### src/rtl/cpu_ctrl_pkg.sv
// rtl/cpu_ctrl_pkg.sv - shared types and defaults for the CPU control blocks
package cpu_ctrl_pkg;

  localparam int XLEN_DEFAULT = 32;
  localparam int CNT_W_DEFAULT = 32;

  typedef enum logic {
    IDLE      = 1'b0,
    WAIT_IMEM = 1'b1
  } redirect_state_t;

endpackage

### src/rtl/perf_counter.sv
// rtl/perf_counter.sv - free-running event counter, wraps modulo 2^CNT_W
module perf_counter #(
  parameter int CNT_W = 32
) (
  input  logic             CLK,
  input  logic             RESET,
  input  logic             INC,
  output logic [CNT_W-1:0] COUNT
);

  always_ff @(posedge CLK or posedge RESET) begin
    if (RESET) begin
      COUNT <= '0;
    end else if (INC) begin
      COUNT <= COUNT + 1'b1;
    end
  end

endmodule

### src/rtl/branch_redirect_ctrl.sv
// rtl/branch_redirect_ctrl.sv - PC redirect and pipeline flush sequencer for taken EX branches
module branch_redirect_ctrl
  import cpu_ctrl_pkg::*;
#(
  parameter int XLEN  = XLEN_DEFAULT,
  parameter int CNT_W = CNT_W_DEFAULT
) (
  input  logic             CLK,
  input  logic             RESET,
  input  logic             EX_VALID,
  input  logic             PC_SEL,
  input  logic [XLEN-1:0]  BRANCH_TARGET,
  input  logic             STALL,
  input  logic             IMEM_BUSY,
  output logic             PC_LOAD,
  output logic [XLEN-1:0]  PC_TARGET,
  output logic             FLUSH_IFID,
  output logic             FLUSH_IDEX,
  output logic             HOLD_FETCH,
  output logic             BUSY,
  output logic [CNT_W-1:0] TAKEN_COUNT,
  output logic [CNT_W-1:0] WAIT_COUNT
);

  redirect_state_t state, state_n;
  logic            fired;
  logic [XLEN-1:0] tgt_q;
  logic            evt;
  logic            accept;
  logic            latch_tgt;
  logic            taken_inc;
  logic            wait_inc;

  // fired suppresses a second redirect while the same EX instruction is stalled
  assign evt = EX_VALID & PC_SEL & ~fired;

  always_ff @(posedge CLK or posedge RESET) begin
    if (RESET) begin
      state <= IDLE;
      fired <= 1'b0;
      tgt_q <= '0;
    end else begin
      state <= state_n;
      if (!STALL) begin
        fired <= 1'b0;
      end else if (accept) begin
        fired <= 1'b1;
      end
      if (latch_tgt) begin
        tgt_q <= BRANCH_TARGET;
      end
    end
  end

  always_comb begin
    state_n    = state;
    accept     = 1'b0;
    latch_tgt  = 1'b0;
    taken_inc  = 1'b0;
    wait_inc   = 1'b0;
    PC_LOAD    = 1'b0;
    PC_TARGET  = BRANCH_TARGET;
    FLUSH_IFID = 1'b0;
    FLUSH_IDEX = 1'b0;
    HOLD_FETCH = 1'b0;
    BUSY       = 1'b0;
    unique case (state)
      IDLE: begin
        if (evt) begin
          accept     = 1'b1;
          taken_inc  = 1'b1;
          FLUSH_IFID = 1'b1;
          FLUSH_IDEX = 1'b1;
          if (IMEM_BUSY) begin
            latch_tgt  = 1'b1;
            HOLD_FETCH = 1'b1;
            state_n    = WAIT_IMEM;
          end else begin
            PC_LOAD = 1'b1;
          end
        end
      end
      WAIT_IMEM: begin
        FLUSH_IFID = 1'b1;
        HOLD_FETCH = 1'b1;
        BUSY       = 1'b1;
        PC_TARGET  = tgt_q;
        if (IMEM_BUSY) begin
          wait_inc = 1'b1;
        end else begin
          PC_LOAD = 1'b1;
          state_n = IDLE;
        end
      end
      default: state_n = IDLE;
    endcase
  end

  perf_counter #(.CNT_W(CNT_W)) u_taken_cnt (
    .CLK   (CLK),
    .RESET (RESET),
    .INC   (taken_inc),
    .COUNT (TAKEN_COUNT)
  );

  perf_counter #(.CNT_W(CNT_W)) u_wait_cnt (
    .CLK   (CLK),
    .RESET (RESET),
    .INC   (wait_inc),
    .COUNT (WAIT_COUNT)
  );

endmodule

### config.mk
export PLATFORM = sky130hd
export DESIGN_NAME = branch_redirect_ctrl
export DESIGN_NICKNAME = d
export VERILOG_FILES = /design/src/rtl/cpu_ctrl_pkg.sv /design/src/rtl/perf_counter.sv /design/src/rtl/branch_redirect_ctrl.sv
export SDC_FILE = /design/constraint.sdc
export NUM_CORES = 1
export LEC_CHECK = 0
export ABC_CLOCK_PERIOD_IN_PS = 3370
export CORE_MARGIN = 4
export CORE_UTILIZATION = 43
export CTS_CLUSTER_DIAMETER = 120
export DETAILED_ROUTE_END_ITERATION = 16
export PLACE_DENSITY = 0.77
export SYNTH_ARGS = -nofsm -noshare
export SYNTH_HDL_FRONTEND = slang
export SYNTH_SLANG_ARGS = --single-unit
### constraint.sdc
create_clock -name CLK -period 3.37 [get_ports CLK]
set_input_delay 0.8425 -clock CLK [delete_from_list [all_inputs] [get_ports CLK]]
set_output_delay 0.8425 -clock CLK [all_outputs]
set_load 0.03 [all_outputs]
=== After elaboration in Yosys (flattened, before gate mapping) ===
Index checks and enable logic that the tools add are counted.

* Input bits: 38
* Bits in writable memories: 0
* ROM bits: 0
* Logic and storage cells: 28
* Memories: 0
* Register bits: 98
* Latch bits: 0

* Multiplexer cells: 16
* Add/sub/neg operators: 2
* Divide/modulo/power cells: 0
* Magnitude comparators: 0
* Multipliers: 0
* Reductions and logical operators: 0
* Bitwise operators: 4
* Equal/unequal tests: 1
* Shifts and indexed selects: 0

{| class="wikitable"
|+ Operators with widths
! cell !! number
|-
| 32-bit by 1-bit adder with 32-bit output, second input constant || 2
|-
| 32-bit 2-to-1 mux || 1
|-
| 1-bit 2-to-1 mux || 11
|-
| 1-bit case mux with 2 select lines || 4
|-
| 1-bit AND || 2
|-
| 2-bit by 1-bit != test with 1-bit output, second input constant || 1
|-
| 1-bit NOT || 2
|}

=== Depth between registers and ports, before layout ===
* Depth after elaboration: 6
* Depth in mapped cells: 6
* Depth with buffers taken out: 5

=== Hierarchy ===
From an unflattened synthesis, not the netlist that was laid out.

* Cells, all modules: 369
* Area total of the unflattened synthesis: 4,862.2 µm²

{| class="wikitable"
|+ Modules (own cells, without submodules)
! module !! times used !! area each (µm²) !! cells an instance
|-
| perf_counter || 2 || 1,510.2 || 126
|-
| branch_redirect_ctrl || 1 || 1,841.8 || 117
|}

=== Worst setup path before layout ===
OpenSTA, ideal clock, no wires.

* Kind: reg2out
* Start: register state
* End: output port HOLD_FETCH
* Slack: 0.931 ns
* Stages on the path, launching flop included: 5
* Data arrival time: 1.596 ns
* Buffers on the path: 2
* Cell sequence: dfrtp_1 buf_2 buf_1 nor2_1 nor2_1

* Cells in the longest elaborated chain, start to end: 2

{| class="wikitable"
|+ RTL lines
! item !! RTL line !! source
|-
| start: declaration || branch_redirect_ctrl.sv:25 || <nowiki>redirect_state_t state, state_n;</nowiki>
|-
| start signal: assignment || branch_redirect_ctrl.sv:43 || <nowiki>state <= state_n;</nowiki>
|-
| 1-bit NOT || -- ||
|-
| 1-bit case mux with 2 select lines * || branch_redirect_ctrl.sv:67 || <nowiki>unique case (state)</nowiki>
|-
| end: declaration || branch_redirect_ctrl.sv:19 || <nowiki>output logic HOLD_FETCH,</nowiki>
|}

Every way passes the cells marked *; elsewhere a longest branch is shown, timed or not.

=== Final worst setup path ===
* Start: input port EX_VALID
* End: output port HOLD_FETCH

* Cells in the longest elaborated chain, start to end: 4

{| class="wikitable"
|+ RTL lines
! item !! RTL line !! source
|-
| start: declaration || branch_redirect_ctrl.sv:10 || <nowiki>input logic EX_VALID,</nowiki>
|-
| 1-bit AND (2 in a row) || branch_redirect_ctrl.sv:35 || <nowiki>assign evt = EX_VALID & PC_SEL & ~fired;</nowiki>
|-
| 1-bit 2-to-1 mux || branch_redirect_ctrl.sv:69 || <nowiki>if (evt) begin</nowiki>
|-
| 1-bit case mux with 2 select lines || branch_redirect_ctrl.sv:67 ||
|}

No other way between the ends.

==> results.json <==
{
  "outcome": "finished clean",
  "vias": 3476,
  "drc": 0,
  "post-dp-hpwl_mm": 7.82,
  "clock-root-buffer": "clkbuf_8",
  "cts_resized": 0,
  "portBuffers": 138,
  "dr.pass1.iters": 6,
  "synth_largest_area_cell": "dfrtp_1",
  "grt_pass1_vias": 3586,
  "yosysWarnings": 0,
  "critical-path-max-stage-delay_ns": 0.67,
  "synth_cell_types": 30,
  "top_usage_layer": "met2",
  "worstSkewPairLatency_ns": 0.35,
  "cts-htree-levels": 3,
  "nNetsFinal": 564,
  "fill_cells": 861,
  "layout-drive-gt1-share_pct": 19.1,
  "numCtsBuffers": 9,
  "crit_type": "input port to primary output",
  "synth_top_family_by_area": "simple AND/OR/NAND/NOR gates",
  "reg2reg_to": "u_taken_cnt.COUNT[22]",
  "clk_pin_slew_ns": 0.09,
  "crit_required_ns": 2.53,
  "holdBufCountCts": 0,
  "regToRegStartpoint": "state",
  "antenna_left": 0,
  "finClkSkew_ns": 0.0118,
  "critical_path_buf_inv_count": 3,
  "synthCells": 376,
  "initial_core_util_pct": 44.3,
  "hold_viol": 0,
  "critPathMaxFanout": 4,
  "cap_viol_max_count": 0,
  "die_width_um": 111,
  "regArea_sq_mm": 0.00245,
  "grt_pass1_wl_mm": 18.3,
  "synth_edf_count": 0,
  "grt_setup_unrepaired": "no",
  "clock_sinks": 98,
  "finalSetupViolCount": 0,
  "synth-simple-area-share_pct": 16.1,
  "synth-seq-cells": 98,
  "antenna_cells": 0,
  "worstMarginPinSlew_ns": 0.874,
  "die_y_um": 111,
  "min_delay_path_depth": 1,
  "avgSynthCellArea_sq_um": 12.2,
  "endpoint": "HOLD_FETCH",
  "post_cts_buffers": 0,
  "netlist_top_cells_area": "dfrtp_1 (53%), mux2_2 (16%), xnor2_1 (7.3%)",
  "synth_flop_cell": "dfrtp_1",
  "dieArea_sq_mm": 0.0124,
  "power_density_mw_per_mm2": 479,
  "crit_chain": "clkdlybuf4s50_1 -> a31oi_1 -> buf_4 -> nor2_1 -> clkdlybuf4s50_1",
  "r2r_slack_ns": 1.25,
  "wire_per_inst_um": 16.3,
  "drt_wl_total_mm": 10.8,
  "ir_drop_v": 0.000307,
  "critPathLaunch": "EX_VALID",
  "p_leak_nw": 2.72,
  "routabilityCongestion": 0.784,
  "start_kind": "input port",
  "total_power_mw": 3.07,
  "hold_path.class": "register to register",
  "synth_compound_area_share_pct": 0.300,
  "netlist.area_leader.share_pct": 53.4,
  "grt_util_met2_pct": 30.4,
  "yosys-top-cells-count": "dfrtp_1 (98), mux2_2 (65), xnor2_1 (38)",
  "cts_buffer_depth": 2,
  "drv_slew": 0,
  "grtUsageMet3_pct": 3.28,
  "crit_path_frequent_cell": "clkdlybuf4s50_1",
  "synth.most_common_cell": "dfrtp_1",
  "vias_per_cell": 5.23,
  "antenna_found_initial": 0,
  "area_growth_pct": 39.7,
  "grt_max_degree": 99,
  "num_rows": 37,
  "yosysSeqAreaShare_pct": 53.4,
  "cts_tree": "yes",
  "grt_usage_pct": 17.8,
  "drt_iter0_markers": 151,
  "relSlewSlack_pct": 41.2,
  "synthAdderAreaFrac_pct": 0.545,
  "critPathTopFamily": "buffers and inverters",
  "use_met1_pct": 22.5,
  "slowest_stage": "clkdlybuf4s50_1",
  "end_kind": "primary output",
  "syn-cell-area_sq_mm": 0.00459,
  "multi_input_area_sq_mm": 0.00205,
  "fin_crit_sh_pct": 95.7,
  "io_pins": 139,
  "min_from": "u_taken_cnt.COUNT[26]",
  "yosys.area_share.xor_xnor_pct": 11.8,
  "final.setup.tns_ns": 0,
  "fmax_mhz": 310,
  "r2r_cells": 6,
  "worstPathArrival_ns": 2.38,
  "period_minus_slack_ns": 3.22,
  "async_reset_ff_share_pct": 100,
  "synthMuxAreaShare_pct": 15.9,
  "critical_path_depth": 5,
  "synthesis.nets": 416,
  "grt_overflow": 0,
  "core-area_sq_mm": 0.0104
}
where the power goes:
part | internal [mW] | switching [mW] | leakage [nW] | total (mW)
Combinational | 0.385 | 0.393 | 1.33 | 0.777
Sequential | 1.33 | 0.135 | 1.27 | 1.46
Clock | 0.437 | 0.393 | 0.109 | 0.830
cell families (layout without fill, tap and decap cells):
group / after synthesis / in the layout
fa+ha+maj: 2 / 2
xor+xnor: 62 / 62
flops: 98 / 98
buf+inv: 21 / 174
mux: 65 / 65
simple gates: 126 / 126
compound gates: 2 / 2
stage by stage:
step | std cells | worst slack (ns) | util [%] | area (sq um) | hold slack (ns)
floorplan | 376 | 0.931 | - | 4590 | 0.474
global placement | 649 | 0.160 | 59.7 | 6190 | 0.458
detailed placement | 649 | 0.149 | 59.7 | 6190 | 0.479
CTS | 665 | 0.150 | 61.8 | 6410 | 0.500
global route | 665 | 0.0860 | 61.8 | 6410 | 0.511
finish | 665 | 0.145 | 61.8 | 6410 | 0.496
worst min path at each step:
stage                            end  slack [ns]
6_report       u_taken_cnt.COUNT[26]        0.50
3_3_place_gp    u_wait_cnt.COUNT[31]        0.46
4_1_cts        u_taken_cnt.COUNT[31]        0.50
2_1_floorplan              tgt_q[29]        0.47
3_5_place_dp   u_taken_cnt.COUNT[31]        0.48
5_1_grt         u_wait_cnt.COUNT[31]        0.51
final cells by class:
type | count | share of cell area (%)
Tap cell | 136 | 2.65
Clock buffer | 11 | 2.20
Inverter | 10 | 0.644
Timing Repair Buffer | 148 | 23.1
Clock inverter | 5 | 1.21
Sequential cell | 98 | 38.2
Multi-Input combinational cell | 257 | 32.0
per-layer routing:
| metal | vias up | part of all wire, % |
|---|---|---|
| li1 | 1623 | - |
| met1 | 1724 | 42 |
| met2 | 112 | 51 |
| met3 | 17 | 5.0 |
| met4 | 0 | 1.8 |
| met5 | - | 0 |
cells in the final DEF (no fill, tap or decap), drive strengths merged:
master / Yosys / final
nor4: 8 / 8
clkdlybuf4s50: 0 / 137
nand4bb: 1 / 1
dfrtp: 98 / 98
nand3: 29 / 29
or4: 3 / 3
nand2: 21 / 21
nor2: 13 / 13
inv: 10 / 9
bufinv: 0 / 2
or2: 1 / 1
nor3b: 1 / 1
mux2: 65 / 65
nor2b: 1 / 1
a31oi: 1 / 1
clkbuf: 3 / 11
ha: 2 / 2
xnor2: 38 / 38
and4: 7 / 7
buf: 8 / 11
a21boi: 1 / 1
and3: 6 / 6
clkinv: 0 / 2
clkinvlp: 0 / 2
nor3: 14 / 14
nand4: 20 / 20
or3: 1 / 1
xor2: 24 / 24
state kept, by name, summed over array words and instances, names as in the netlist:
register and cells:
tgt_q 32, u_taken_cnt.COUNT 32, u_wait_cnt.COUNT 32, fired 1, state 1
Power figures use the tool's default switching activity.
